===== config.mk =====
export PLATFORM = sky130hd
export DESIGN_NAME = uart_tx_engine
export DESIGN_NICKNAME = d
export VERILOG_FILES = /design/src/rtl/uart_tx_engine.sv
export SDC_FILE = /design/constraint.sdc
export NUM_CORES = 1
export LEC_CHECK = 0
export BUFFER_PORTS_ARGS = -buffer_cell sky130_fd_sc_hd__clkbuf_2
export CAP_MARGIN = 20
export CORE_AREA = 2 2 110 112
export CTS_CLUSTER_DIAMETER = 120
export DETAILED_ROUTE_END_ITERATION = 8
export DIE_AREA = 0 0 112 114
export PLACE_DENSITY = 0.81
export SLEW_MARGIN = 20
export SYNTH_ARGS = -nofsm -noshare
export SYNTH_HDL_FRONTEND = slang
export SYNTH_SLANG_ARGS = --single-unit
export TNS_END_PERCENT = 5

===== constraint.sdc =====
create_clock -name clk -period 4 [get_ports clk]
set_clock_uncertainty 0.1 [all_clocks]
set_input_delay 0.6 -clock clk [delete_from_list [all_inputs] [get_ports clk]]
set_output_delay 0.6 -clock clk [all_outputs]
set_load 0.005 [all_outputs]

===== src/rtl/uart_tx_engine.sv =====
// UART transmit engine: start, 5..MAX_DATA_BITS data bits (LSB first), optional parity, 1 or 2 stop bits.
// All frame settings are captured at acceptance, and the outputs are registered.
module uart_tx_engine #(
    parameter int MAX_DATA_BITS = 9,
    parameter int BAUD_WIDTH    = 32
) (
    input  logic                     clk,
    input  logic                     rst_n,
    input  logic                     tx_valid,
    input  logic [MAX_DATA_BITS-1:0] tx_data,
    output logic                     tx_ready,
    input  logic [3:0]               cfg_data_bits,
    input  logic [2:0]               cfg_parity,
    input  logic                     cfg_stop2,
    input  logic [BAUD_WIDTH-1:0]    cfg_baud_div,
    output logic                     tx,
    output logic                     busy,
    output logic                     frame_done
);

    typedef enum logic [2:0] {
        IDLE,
        START,
        DATA,
        PARITY,
        STOP
    } state_t;

    localparam logic [2:0] PAR_EVEN  = 3'd1;
    localparam logic [2:0] PAR_ODD   = 3'd2;
    localparam logic [2:0] PAR_MARK  = 3'd3;
    localparam logic [2:0] PAR_SPACE = 3'd4;

    state_t                   state_q, state_d;
    logic [BAUD_WIDTH-1:0]    cnt_q, cnt_d;
    logic [BAUD_WIDTH-1:0]    div_q, div_d;
    logic [MAX_DATA_BITS-1:0] shift_q, shift_d;
    logic [3:0]               nbits_q, nbits_d;
    logic [3:0]               bit_idx_q, bit_idx_d;
    logic                     par_en_q, par_en_d;
    logic                     par_bit_q, par_bit_d;
    logic                     stop2_q, stop2_d;
    logic                     stop_idx_q, stop_idx_d;
    logic                     tx_q, tx_d;
    logic                     ready_q, ready_d;
    logic                     busy_q, busy_d;
    logic                     done_q, done_d;

    logic [3:0]               nbits_in;
    logic [MAX_DATA_BITS-1:0] masked_in;
    logic                     par_en_in;
    logic                     par_bit_in;
    logic [BAUD_WIDTH-1:0]    div_in;
    logic                     accept;
    logic                     bit_end;
    logic                     last_stop;
    logic [BAUD_WIDTH-1:0]    reload;

    // Frame settings as they would be captured on an accept this cycle.
    always_comb begin
        // NOTE: every combinationally assigned signal gets a default first, so no path infers a latch.
        nbits_in   = cfg_data_bits;
        masked_in  = '0;
        par_en_in  = 1'b0;
        par_bit_in = 1'b0;
        div_in     = cfg_baud_div;

        if (cfg_data_bits < 4'd5) begin
            nbits_in = 4'd5;
        end else if (cfg_data_bits > 4'(MAX_DATA_BITS)) begin
            nbits_in = 4'(MAX_DATA_BITS);
        end

        // Bits above the effective length never reach the line or the parity.
        for (int i = 0; i < MAX_DATA_BITS; i++) begin
            masked_in[i] = tx_data[i] && (4'(i) < nbits_in);
        end

        case (cfg_parity)
            PAR_EVEN:  begin par_en_in = 1'b1; par_bit_in = ^masked_in;  end
            PAR_ODD:   begin par_en_in = 1'b1; par_bit_in = ~^masked_in; end
            PAR_MARK:  begin par_en_in = 1'b1; par_bit_in = 1'b1;        end
            PAR_SPACE: begin par_en_in = 1'b1; par_bit_in = 1'b0;        end
            default:   begin par_en_in = 1'b0; par_bit_in = 1'b0;        end
        endcase

        if (cfg_baud_div == '0) begin
            div_in = BAUD_WIDTH'(1);
        end
    end

    always_comb begin
        state_d    = state_q;
        cnt_d      = cnt_q;
        div_d      = div_q;
        shift_d    = shift_q;
        nbits_d    = nbits_q;
        bit_idx_d  = bit_idx_q;
        par_en_d   = par_en_q;
        par_bit_d  = par_bit_q;
        stop2_d    = stop2_q;
        stop_idx_d = stop_idx_q;
        tx_d       = 1'b1;
        ready_d    = 1'b0;
        busy_d     = 1'b0;
        done_d     = 1'b0;

        accept  = tx_valid && ready_q;
        bit_end = (cnt_q == '0);
        reload  = div_q - BAUD_WIDTH'(1);

        case (state_q)
            IDLE: ;
            START: begin
                if (bit_end) begin
                    state_d   = DATA;
                    cnt_d     = reload;
                    bit_idx_d = 4'd0;
                end else begin
                    cnt_d = cnt_q - BAUD_WIDTH'(1);
                end
            end
            DATA: begin
                if (bit_end) begin
                    cnt_d = reload;
                    if (bit_idx_q == nbits_q - 4'd1) begin
                        state_d    = par_en_q ? PARITY : STOP;
                        stop_idx_d = 1'b0;
                    end else begin
                        bit_idx_d = bit_idx_q + 4'd1;
                        shift_d   = shift_q >> 1;
                    end
                end else begin
                    cnt_d = cnt_q - BAUD_WIDTH'(1);
                end
            end
            PARITY: begin
                if (bit_end) begin
                    state_d    = STOP;
                    cnt_d      = reload;
                    stop_idx_d = 1'b0;
                end else begin
                    cnt_d = cnt_q - BAUD_WIDTH'(1);
                end
            end
            STOP: begin
                if (bit_end) begin
                    if (stop2_q && !stop_idx_q) begin
                        stop_idx_d = 1'b1;
                        cnt_d      = reload;
                    end else begin
                        state_d = IDLE;
                    end
                end else begin
                    cnt_d = cnt_q - BAUD_WIDTH'(1);
                end
            end
            default: state_d = IDLE;
        endcase

        // ready_q is only high in IDLE or the final stop cycle, so an accept always starts a fresh frame.
        if (accept) begin
            state_d    = START;
            cnt_d      = div_in - BAUD_WIDTH'(1);
            div_d      = div_in;
            shift_d    = masked_in;
            nbits_d    = nbits_in;
            bit_idx_d  = 4'd0;
            par_en_d   = par_en_in;
            par_bit_d  = par_bit_in;
            stop2_d    = cfg_stop2;
            stop_idx_d = 1'b0;
        end

        // Outputs are derived from the next state so that, once registered, they line up with it.
        last_stop = (state_d == STOP) && (cnt_d == '0) && (!stop2_d || stop_idx_d);
        ready_d   = (state_d == IDLE) || last_stop;
        done_d    = last_stop;
        busy_d    = (state_d != IDLE);

        case (state_d)
            START:   tx_d = 1'b0;
            DATA:    tx_d = shift_d[0];
            PARITY:  tx_d = par_bit_d;
            default: tx_d = 1'b1;
        endcase
    end

    // NOTE: sequential state uses non-blocking assignments so every flop samples pre-edge values.
    always_ff @(posedge clk or negedge rst_n) begin
        if (!rst_n) begin
            state_q    <= IDLE;
            cnt_q      <= '0;
            div_q      <= BAUD_WIDTH'(1);
            shift_q    <= '0;
            nbits_q    <= 4'd5;
            bit_idx_q  <= 4'd0;
            par_en_q   <= 1'b0;
            par_bit_q  <= 1'b0;
            stop2_q    <= 1'b0;
            stop_idx_q <= 1'b0;
            tx_q       <= 1'b1;
            ready_q    <= 1'b0;
            busy_q     <= 1'b0;
            done_q     <= 1'b0;
        end else begin
            state_q    <= state_d;
            cnt_q      <= cnt_d;
            div_q      <= div_d;
            shift_q    <= shift_d;
            nbits_q    <= nbits_d;
            bit_idx_q  <= bit_idx_d;
            par_en_q   <= par_en_d;
            par_bit_q  <= par_bit_d;
            stop2_q    <= stop2_d;
            stop_idx_q <= stop_idx_d;
            tx_q       <= tx_d;
            ready_q    <= ready_d;
            busy_q     <= busy_d;
            done_q     <= done_d;
        end
    end

    assign tx         = tx_q;
    assign tx_ready   = ready_q;
    assign busy       = busy_q;
    assign frame_done = done_q;

endmodule


==> run summary <==
outcome: complete, no violations
synth unique cells: 86
Net Sw Power: 0.001657 W
largest net degree at the start of global routing: 70
Flop pwr share: 40.6%
RR Endpoint: tx_ready
crit path time final: 3.799 ns
Max clock buf depth: 2
Initial Util: 59.05%
r2r setup slk: 0.20 ns
cell chain of the critical path: inv_1, ha_1, or4b_4, nor4_4, and3_1, buf_12, o21ai_0, o21ai_0, o21ai_0, or4_1, or4_1, o21ai_1
commonest cells after routing, fill and taps aside: nand2_1, dfrtp_1, buf_4
CP Launch Point: cnt_q[0]
maximum vdd drop: 0.0003333 V
internal power: 0.002320 W
crit-path max FO: 12
Mapped Cells: 852
# setup viols final: 0
hold crit path type: input port to async pin
Antenna diodes: 0
Final Hold Fails: 0
# rows: 40
PostCTS Resize Cnt: 0
grt peak-use layer: met2
delay-heaviest family, CP: simple AND/OR/NAND/NOR gates
syn_area_per_cell: 8.117 um2
GRT Residual Overflow: 0
GR met2 Demand/Resource: 57.17%
CP Class: flop to flop
crit path launch type: flop
global-route wire length before repair: 36210 um
clock power share: 20.4%
Gate power share: 39.0%
Port Buffer Count: 55
most common cell after layout, fill and taps aside: nand2_1
Synth Area in Simple Gates: 31.90%
DR vias: 7140
Sw Ratio: 41.66%
largest family of logic cells by synthesized area: simple AND/OR/NAND/NOR gates
top cell type by total area after synthesis: dfrtp_1
Max-Cap Viols: 0
adder-cell share of the synthesized area: 0.9046%
Vias/cell: 6.409
Worst Path Arrival: 3.98 ns
top cell type's share of synthesized area: 31.84%
WP buf/inv: 2
I/O pins: 56
sequential area share after synthesis: 33.36%
GRT Overall Usage: 36.64%
Slew @ Worst Pin: 0.9025 ns
fraction of layout cells with a size suffix above 1: 20.99%
R2R depth: 12
nets@finish: 1019
post-synthesis mux area share: 2.063%
Crit path largest cell delay: 0.54 ns
top post-synthesis cells by area: dfrtp_1, nand2_1, xor2_1
total number of yosys warnings: 0
drt pass-1 iters: 7
Relative slew margins: 39.83%
Post-CTS Setup Inserts: 0
Placer Congestion: 0.9929
leak pwr: 3.398 nW
CTS tree: done
antenna-violating nets left: 0
Synthesized Nets: 909
Die ar.: 12770 um2
Total Routed Length: 22720 um
xor and xnor area share after synthesis: 9.065%
Final Slew Violations: 0
clk_lat worst skew: 0.36 ns
Crit path depth: 12
Post-DP HPWL: 17600 um
Yosys reg bits: 92
antenna violations before repair: 0
Die Y: 114 um
H-Tree Depth: 3
Crit-path slowest cell: or4b_4
Post-Place Cells: 1098
ys async rst share: 100.0%
worst setup path end: tx_ready
core box area: 11710 um2
area delta synth->final: 18.00%
Synth Area in Compound Gates: 18.78%
Final Cycle Share: 94.98%
Max Fclk: 263.2 MHz
endpoint class of the critical path: flop
Synth Flop Type: dfrtp_1
grt met3 use: 6.270%
DRT iter0 DRCs: 836
hold buffers post-CTS: 0
Root Buffer: clkbuf_16
clock-pin slew on the worst setup and hold paths: 0.07 ns
post-DR wirelength/cell: 20.40 um
die width: 112 um
routing usage on met1: 51.98%
Post-synth EDFFs: 0
worst reg2reg path startpoint: cnt_q[0]
vias in the first global route: 6662
CP Data Required Time: 4.18 ns
CTS Sinks: 92
RSZ-0062 raised after global routing: no
CTS buffer count: 9
pwr dens: 487.3 nW/um2
# DRC: 0
fin cells: 1114
Cell Area, Synth: 6915 um2
overall power: 0.003976 W
Crit path top cell by count: o21ai_0
==> power by group through the flow <==
stage / clock, W / combinational, W / sequential (W)
5_1_grt: 0.000850 / 0.00169 / 0.00166
4_1_cts: 0.000815 / 0.00151 / 0.00160
6_report: 0.000811 / 0.00155 / 0.00161
2_1_floorplan: 0 / 0.00101 / 0.00152
3_3_place_gp: 0 / 0.00148 / 0.00161
3_5_place_dp: 0 / 0.00151 / 0.00161
==> cell type report <==
cell class / instances / area (um2)
repair buffers: 142 / 955.9
clock inverters: 6 / 40.04
clock buffers: 10 / 229.0
well taps: 147 / 183.9
inverters: 22 / 82.58
multi-input cells: 695 / 4362
flip-flops and latches: 92 / 2307
fillers: 978 / 3551
==> stage by stage <==
step	hold slack (ns)	cell area, um2	setup TNS [ns]	util, %	setup slack (ns)
3_5_place_dp	0.3775	7881	-0.05008	67.30	-0.05008
5_1_grt	0.3430	8160	0	69.68	0.004772
4_1_cts	0.3120	8150	0	69.59	0.1400
6_report	0.2629	8160	0	69.68	0.2008
2_1_floorplan	0.2044	6927	0	-	0.06197
3_3_place_gp	0.3830	7881	0	67.30	0.01824
==> synthesized netlist by cell type, drive strengths merged, types with 3 or more instances <==
master,count
o211ai,8
nand3,22
a21o,3
a2bb2oi,8
clkbuf,26
o21a,5
nor4,44
o41ai,5
a2111oi,6
a211oi,6
a21oi,31
nor2,62
nand3b,5
xnor2,28
o311ai,3
buf,17
inv,22
mux2i,12
a31oi,14
or2,5
o22ai,4
ha,5
nor3b,4
dfstp,4
a22oi,6
or4,24
or3,11
and3,6
o31ai,8
nand2,164
dfrtp,88
nand4,18
nand2b,5
xor2,41
and2,3
o21ai,53
nor3,30
==> state kept, by name (all words and copies together), names as in the netlist <==
signal / cells
par_bit_q: 1
nbits_q: 4
stop_idx_q: 1
state_q: 3
busy: 1
frame_done: 1
stop2_q: 1
shift_q: 9
cnt_q: 32
div_q: 32
bit_idx_q: 4
tx: 1
tx_ready: 1
par_en_q: 1
==> worst min-delay path by stage <==
stage	end	slack [ns]
after floorplan	bit_idx_q[0]	0.20
after global placement	nbits_q[3]	0.38
after detailed placement	par_bit_q	0.38
after CTS	shift_q[7]	0.31
after global routing	shift_q[8]	0.34
final	shift_q[8]	0.26
==> kinds of logic (layout without fill, tap and decap cells) <==
family	Yosys count	count (layout)
AOI/OAI and AO/OA	187	187
and+or+nand+nor	419	419
DFF	92	92
buffers and inverters	65	180
adders and majority gates	5	5
muxes	14	14
xor gates and xnor gates	70	70
==> layer usage <==
metal	up-vias	routed length, um	share of wire, %
met1	3361	9383	41
met4	0	677	3.0
li1	3356	-	-
met3	51	2271	10
met2	372	10390	46
met5	-	0	0
(Power assumes the default switching activity.)
